### config.mk
export PLATFORM = sky130hd
export DESIGN_NAME = process_seq
export DESIGN_NICKNAME = d
export VERILOG_FILES = /design/src/rtl/process_seq.sv
export SDC_FILE = /design/constraint.sdc
export NUM_CORES = 1
export LEC_CHECK = 0
export CAP_MARGIN = 20
export CORE_ASPECT_RATIO = 0.8
export CORE_MARGIN = 2
export CORE_UTILIZATION = 40
export DETAILED_ROUTE_END_ITERATION = 10
export GPL_TIMING_DRIVEN = 0
export PLACE_DENSITY = 0.63
export SETUP_SLACK_MARGIN = 0.2
export SLEW_MARGIN = 20
export SYNTH_ARGS = -nofsm -noshare
export SYNTH_HDL_FRONTEND = slang
export SYNTH_SLANG_ARGS = --single-unit
### constraint.sdc
create_clock -name clk -period 4.4 [get_ports clk]
set_input_delay 0.88 -clock clk [delete_from_list [all_inputs] [get_ports clk]]
set_output_delay 0.88 -clock clk [all_outputs]
set_load 0.1 [all_outputs]
### src/rtl/process_seq.sv
// Accumulator rotate/swap unit with iterative shift-add MUL and restoring DIV.
// Define PROC_DIV_EN to build the divider; without it op 6 completes in one cycle with OV set.
module process_seq #(
  parameter int DATA_W = 8
) (
  input  logic              clk,
  input  logic              rst,
  input  logic              start,
  input  logic [2:0]        op,
  input  logic [DATA_W-1:0] a_data,
  input  logic [DATA_W-1:0] b_data,
  input  logic [7:0]        psw_in,
  output logic              busy,
  output logic              done,
  output logic [DATA_W-1:0] ans,
  output logic [DATA_W-1:0] ans_hi,
  output logic [7:0]        psw_out
);

  localparam int CNT_W = $clog2(DATA_W);
  localparam logic [CNT_W-1:0] CNT_LAST = CNT_W'(DATA_W - 1);
  localparam logic [2:0] OP_RR = 3'd0, OP_RRC = 3'd1, OP_RL = 3'd2, OP_RLC = 3'd3,
                         OP_SWAP = 3'd4, OP_MUL = 3'd5, OP_DIV = 3'd6;

  typedef enum logic [1:0] {S_IDLE, S_RUN, S_DONE} state_t;

  state_t              state_q, state_d;
  logic [2:0]          op_q, op_d;
  logic [DATA_W-1:0]   a_q, a_d;
  logic [7:0]          psw_q, psw_d;
  logic [CNT_W-1:0]    cnt_q, cnt_d;
  logic [2*DATA_W-1:0] prod_q, prod_d, prod_nxt;
  logic [DATA_W:0]     mul_sum;
  logic [DATA_W-1:0]   ans_q, ans_d, ans_hi_q, ans_hi_d;
  logic [7:0]          psw_out_q, psw_out_d;
`ifdef PROC_DIV_EN
  logic [DATA_W-1:0]   b_q, b_d, quo_q, quo_d, quo_nxt, rem_keep;
  logic [DATA_W:0]     rem_q, rem_d, rem_diff, rem_nxt;
  logic                rem_ge;
`endif

  // Results of every op that finishes without iterating: {ans, ans_hi, psw}.
  function automatic logic [2*DATA_W+7:0] single_op(input logic [2:0] o,
                                                   input logic [DATA_W-1:0] a,
                                                   input logic [DATA_W-1:0] b,
                                                   input logic [7:0] psw);
    logic [DATA_W-1:0] r, h;
    logic [7:0]        p;
    r = a;
    h = b;
    p = psw;
    case (o)
      OP_RR:   r = {a[0], a[DATA_W-1:1]};
      OP_RRC:  begin r = {psw[7], a[DATA_W-1:1]}; p[7] = a[0]; end
      OP_RL:   r = {a[DATA_W-2:0], a[DATA_W-1]};
      OP_RLC:  begin r = {a[DATA_W-2:0], psw[7]}; p[7] = a[DATA_W-1]; end
      OP_SWAP: r = {a[DATA_W/2-1:0], a[DATA_W-1:DATA_W/2]};
      OP_DIV: begin
`ifdef PROC_DIV_EN
        // only reached for a zero divisor
        r = '1;
        h = '1;
`endif
        p[7] = 1'b0;
        p[2] = 1'b1;
      end
      default: ;
    endcase
    return {r, h, p};
  endfunction

  always_comb begin
    mul_sum  = {1'b0, prod_q[2*DATA_W-1:DATA_W]} + (prod_q[0] ? {1'b0, a_q} : '0);
    prod_nxt = {mul_sum, prod_q[DATA_W-1:1]};
  end

`ifdef PROC_DIV_EN
  // rem_q holds the partial remainder already shifted left with the next dividend bit.
  always_comb begin
    rem_diff = rem_q - {1'b0, b_q};
    rem_ge   = ~rem_diff[DATA_W];
    rem_keep = rem_ge ? rem_diff[DATA_W-1:0] : rem_q[DATA_W-1:0];
    rem_nxt  = {rem_keep, quo_q[DATA_W-1]};
    quo_nxt  = {quo_q[DATA_W-2:0], rem_ge};
  end
`endif

  always_comb begin
    state_d   = state_q;
    op_d      = op_q;
    a_d       = a_q;
    psw_d     = psw_q;
    cnt_d     = cnt_q;
    prod_d    = prod_q;
    ans_d     = ans_q;
    ans_hi_d  = ans_hi_q;
    psw_out_d = psw_out_q;
`ifdef PROC_DIV_EN
    b_d       = b_q;
    rem_d     = rem_q;
    quo_d     = quo_q;
`endif
    case (state_q)
      S_IDLE, S_DONE: begin
        state_d = S_IDLE;
        if (start) begin
          op_d  = op;
          a_d   = a_data;
          psw_d = psw_in;
          cnt_d = '0;
          if (op == OP_MUL) begin
            prod_d  = {{DATA_W{1'b0}}, b_data};
            state_d = S_RUN;
          end
`ifdef PROC_DIV_EN
          else if (op == OP_DIV && b_data != '0) begin
            b_d     = b_data;
            rem_d   = {{DATA_W{1'b0}}, a_data[DATA_W-1]};
            quo_d   = {a_data[DATA_W-2:0], 1'b0};
            state_d = S_RUN;
          end
`endif
          else begin
            {ans_d, ans_hi_d, psw_out_d} = single_op(op, a_data, b_data, psw_in);
            state_d = S_DONE;
          end
        end
      end
      S_RUN: begin
        cnt_d = cnt_q + 1'b1;
        if (op_q == OP_MUL) begin
          prod_d = prod_nxt;
          if (cnt_q == CNT_LAST) begin
            ans_d     = prod_nxt[DATA_W-1:0];
            ans_hi_d  = prod_nxt[2*DATA_W-1:DATA_W];
            psw_out_d = {1'b0, psw_q[6:3], |prod_nxt[2*DATA_W-1:DATA_W], psw_q[1:0]};
          end
        end
`ifdef PROC_DIV_EN
        else begin
          rem_d = rem_nxt;
          quo_d = quo_nxt;
          if (cnt_q == CNT_LAST) begin
            ans_d     = quo_nxt;
            ans_hi_d  = rem_keep;
            psw_out_d = {1'b0, psw_q[6:3], 1'b0, psw_q[1:0]};
          end
        end
`endif
        if (cnt_q == CNT_LAST) state_d = S_DONE;
      end
      default: state_d = S_IDLE;
    endcase
  end

  always_ff @(posedge clk) begin
    if (rst) begin
      state_q   <= S_IDLE;
      ans_q     <= '0;
      ans_hi_q  <= '0;
      psw_out_q <= '0;
    end else begin
      state_q   <= state_d;
      ans_q     <= ans_d;
      ans_hi_q  <= ans_hi_d;
      psw_out_q <= psw_out_d;
    end
  end

  // Operand and iteration registers need no reset; they are loaded on every accepted start.
  always_ff @(posedge clk) begin
    op_q   <= op_d;
    a_q    <= a_d;
    psw_q  <= psw_d;
    cnt_q  <= cnt_d;
    prod_q <= prod_d;
`ifdef PROC_DIV_EN
    b_q    <= b_d;
    rem_q  <= rem_d;
    quo_q  <= quo_d;
`endif
  end

  assign busy    = (state_q == S_RUN);
  assign done    = (state_q == S_DONE);
  assign ans     = ans_q;
  assign ans_hi  = ans_hi_q;
  assign psw_out = psw_out_q;

endmodule

==> flow_summary.json <==
{
  "status": "complete, no violations",
  "clockBufferDepth": 2,
  "gr-total-overflow": 0,
  "period_share": 0.859,
  "clk_pin_slew_ns": 0.06,
  "placed_cells": 485,
  "async_flop_share": 0,
  "critPathTopFamily": "buffers and inverters",
  "ant_nets": 0,
  "grt_pass1_vias": 2590,
  "drive_gt1_frac": 0.0783,
  "synth_cells": 325,
  "setup_tns_ns": 0,
  "io_pins": 56,
  "path_cells": "nand2b_1 -> buf_2 -> inv_2 -> buf_2 -> buf_1 -> clkdlybuf4s50_1",
  "crit_path_end_kind": "output pin",
  "p_per_area_nw_per_um2": 388,
  "die_w_um": 102,
  "clk_latency_ns": 0.34,
  "cts_tree": "done",
  "setup_violations": 0,
  "grt_max_degree": 20,
  "rows": 28,
  "hpwl_mm": 6.10,
  "grt_util_all_layers": 0.211,
  "synth-seq-cells": 62,
  "yosys.area.top_type": "edfxtp_1",
  "max_slew_margin": 0.337,
  "htree_levels": 3,
  "place_area_um2": 3780,
  "drt_wl_total_mm": 8.42,
  "synthTopCellsByArea": "edfxtp_1 35%, dfxtp_1 17%, nand2_1 6.7%, nor2_1 4.2%, ha_1 4.0%",
  "crit_path_max_fanout": 10,
  "p_leak_nw": 1.53,
  "clock-sinks": 62,
  "crit_required_ns": 3.52,
  "drt_iter0_drc": 226,
  "drv_cap": 0,
  "die_y_um": 82.7,
  "fmaxAchievable_ghz": 0.265,
  "arrival_ns": 2.90,
  "postSynthAreaPerCell_um2": 9.52,
  "min_period_ns": 3.78,
  "post_drt_wl_per_cell_um": 16.8,
  "synth_edf_count": 36,
  "path_buf_inv": 5,
  "dr.pass1.iters": 5,
  "hold_buffers": 0,
  "nets": 432,
  "finalClockSkew_ns": 0.0116,
  "rsz0062_at_grt": "no",
  "cp_slowest_cell": "clkdlybuf4s50_1",
  "min_path_type": "reg2reg",
  "area_delta_synth_final_pct": 28.4,
  "vdd_drop_max_mv": 0.236,
  "synth_top_area_share": 0.349,
  "r2r_slack_ns": 1.77,
  "viasPerCell": 5.42,
  "cts_buffers": 9,
  "die_area_um2": 8460,
  "ys.warnings.count": 0,
  "start_kind": "register",
  "max_stage_delay_ns": 1.22,
  "port_buffers": 54,
  "final_area_um2": 3980,
  "place_congestion": 0.898,
  "yosysUniqueCellTypes": 47,
  "diodes": 0,
  "route.detailed.drc": 0,
  "yosys_most_used_dff": "edfxtp_1",
  "root_buffer": "clkbuf_8",
  "crit_type": "reg2out",
  "vias": 2713,
  "final_hold_viol_count": 0,
  "ys_seq_area_frac": 0.517,
  "synth_nets": 366,
  "postCtsResizedCells": 0,
  "maxSlewViolCount": 0,
  "max_slew.worst_pin.slew_ns": 0.991,
  "cpMostUsedCell": "buf_2",
  "netlist_area_um2": 3100,
  "grt_pass1_wl_mm": 13.1,
  "initial_core_util": 0.415,
  "final-instance-count-excl-fill": 501,
  "core_area_um2": 7460,
  "post-cts-setup-buffers": 0,
  "antenna_found_initial": 0
}
-- Yosys cell counts (2+ instances only) --
cell	instances
a211oi_1	7
a21oi_1	21
a221oi_1	2
a311oi_1	11
a31oi_1	2
and2_1	10
buf_2	7
buf_4	3
clkbuf_1	7
dfxtp_1	26
edfxtp_1	36
ha_1	10
inv_1	12
mux2_2	2
nand2_1	55
nand2b_1	8
nand3_1	7
nand3b_1	3
nand4_1	2
nor2_1	35
nor2b_1	2
o21ai_0	19
o22a_1	5
o22ai_1	8
or3_1	2
xor2_1	2
-- registers in the layout (all words and copies together), names as in the netlist --
name	flops
a_q	8
ans	8
ans_hi	8
cnt_q	3
op_q	3
prod_q	16
psw_out	8
psw_q	6
state_q	2
-- path summary, 6_finish.rpt --
check                          start                 endpoint  depth (start not counted)
max          state_q[0]$_SDFFE_PP0P_                     busy                          6
min reg2reg      ans[1]$_SDFFE_PP0P_      ans[1]$_SDFFE_PP0P_                          2
min              ans[1]$_SDFFE_PP0P_      ans[1]$_SDFFE_PP0P_                          2
max reg2reg      prod_q[0]$_DFFE_PP_  psw_out[2]$_SDFFE_PP0P_                          7
-- cell type report --
type / count / area, um2
Tap cell: 105 / 131
Multi-Input combinational cell: 232 / 1360
Clock inverter: 4 / 47.5
Sequential cell: 62 / 1600
Clock buffer: 12 / 145
Buffer: 18 / 87.6
Fill cell: 708 / 3490
Inverter: 13 / 48.8
Timing Repair Buffer: 55 / 552
-- tightest hold or removal path, stage by stage, from the launching register on --
cell	delay, ns
dfxtp_1	0.32
nand2_1	0.06
a31oi_1	0.07
-- where the power goes --
part	switching, W	total (W)	internal (W)	leakage [nW]
logic	0.000265	0.000375	0.000110	0.871
clock network	0.000220	0.000496	0.000276	0.0964
registers	0.0000183	0.000670	0.000651	0.560
total	0.000503	0.00154	0.00104	1.53
-- cell usage in the layout, fill, tap and decap left out, types with 3 or more instances in the layout --
cell,count
nand2_1,55
dfxtp_1,26
inv_1,12
clkdlybuf4s50_1,54
nand2b_1,8
o21ai_0,18
nand3_1,7
a21oi_1,21
nand3b_1,3
o22a_1,5
edfxtp_1,36
and2_1,10
clkbuf_1,9
buf_2,7
ha_1,10
a311oi_1,11
clkbuf_8,10
buf_4,3
o22ai_1,8
nor2_1,35
a211oi_1,7
-- metal layers --
| metal | global-route usage | part of all wire | vias to the layer above |
|---|---|---|---|
| met3 | 0.0614 | 0.056 | 8 |
| met4 | 0.0613 | 0.011 | 0 |
| met1 | 0.287 | 0.46 | 1299 |
| met2 | 0.331 | 0.47 | 89 |
| li1 | - | - | 1317 |
| met5 | 0 | 0 | - |
-- through the flow --
step                      setup WS (ns)   util  total power (W)  hold WS (ns)
after CTS                         0.596  0.533          0.00155         0.504
after global placement            0.806  0.505          0.00105         0.487
final                             0.622  0.533          0.00154         0.503
after detailed placement          0.987  0.507          0.00105         0.492
after global routing              0.462  0.533          0.00160         0.522
after floorplan                    1.73      -         0.000941         0.509
-- cell families (layout without fill, tap and decap cells) --
kind of cell	count (synthesis)	after routing	synth area share
fa+ha+maj	11	11	0.0469
buf+inv	31	102	0.0441
compound gates	88	88	0.190
simple gates	128	128	0.186
mux	2	2	0.00728
xor+xnor	3	3	0.00849
flops	62	62	0.517
No activity file was read; power rests on OpenSTA's default activity.
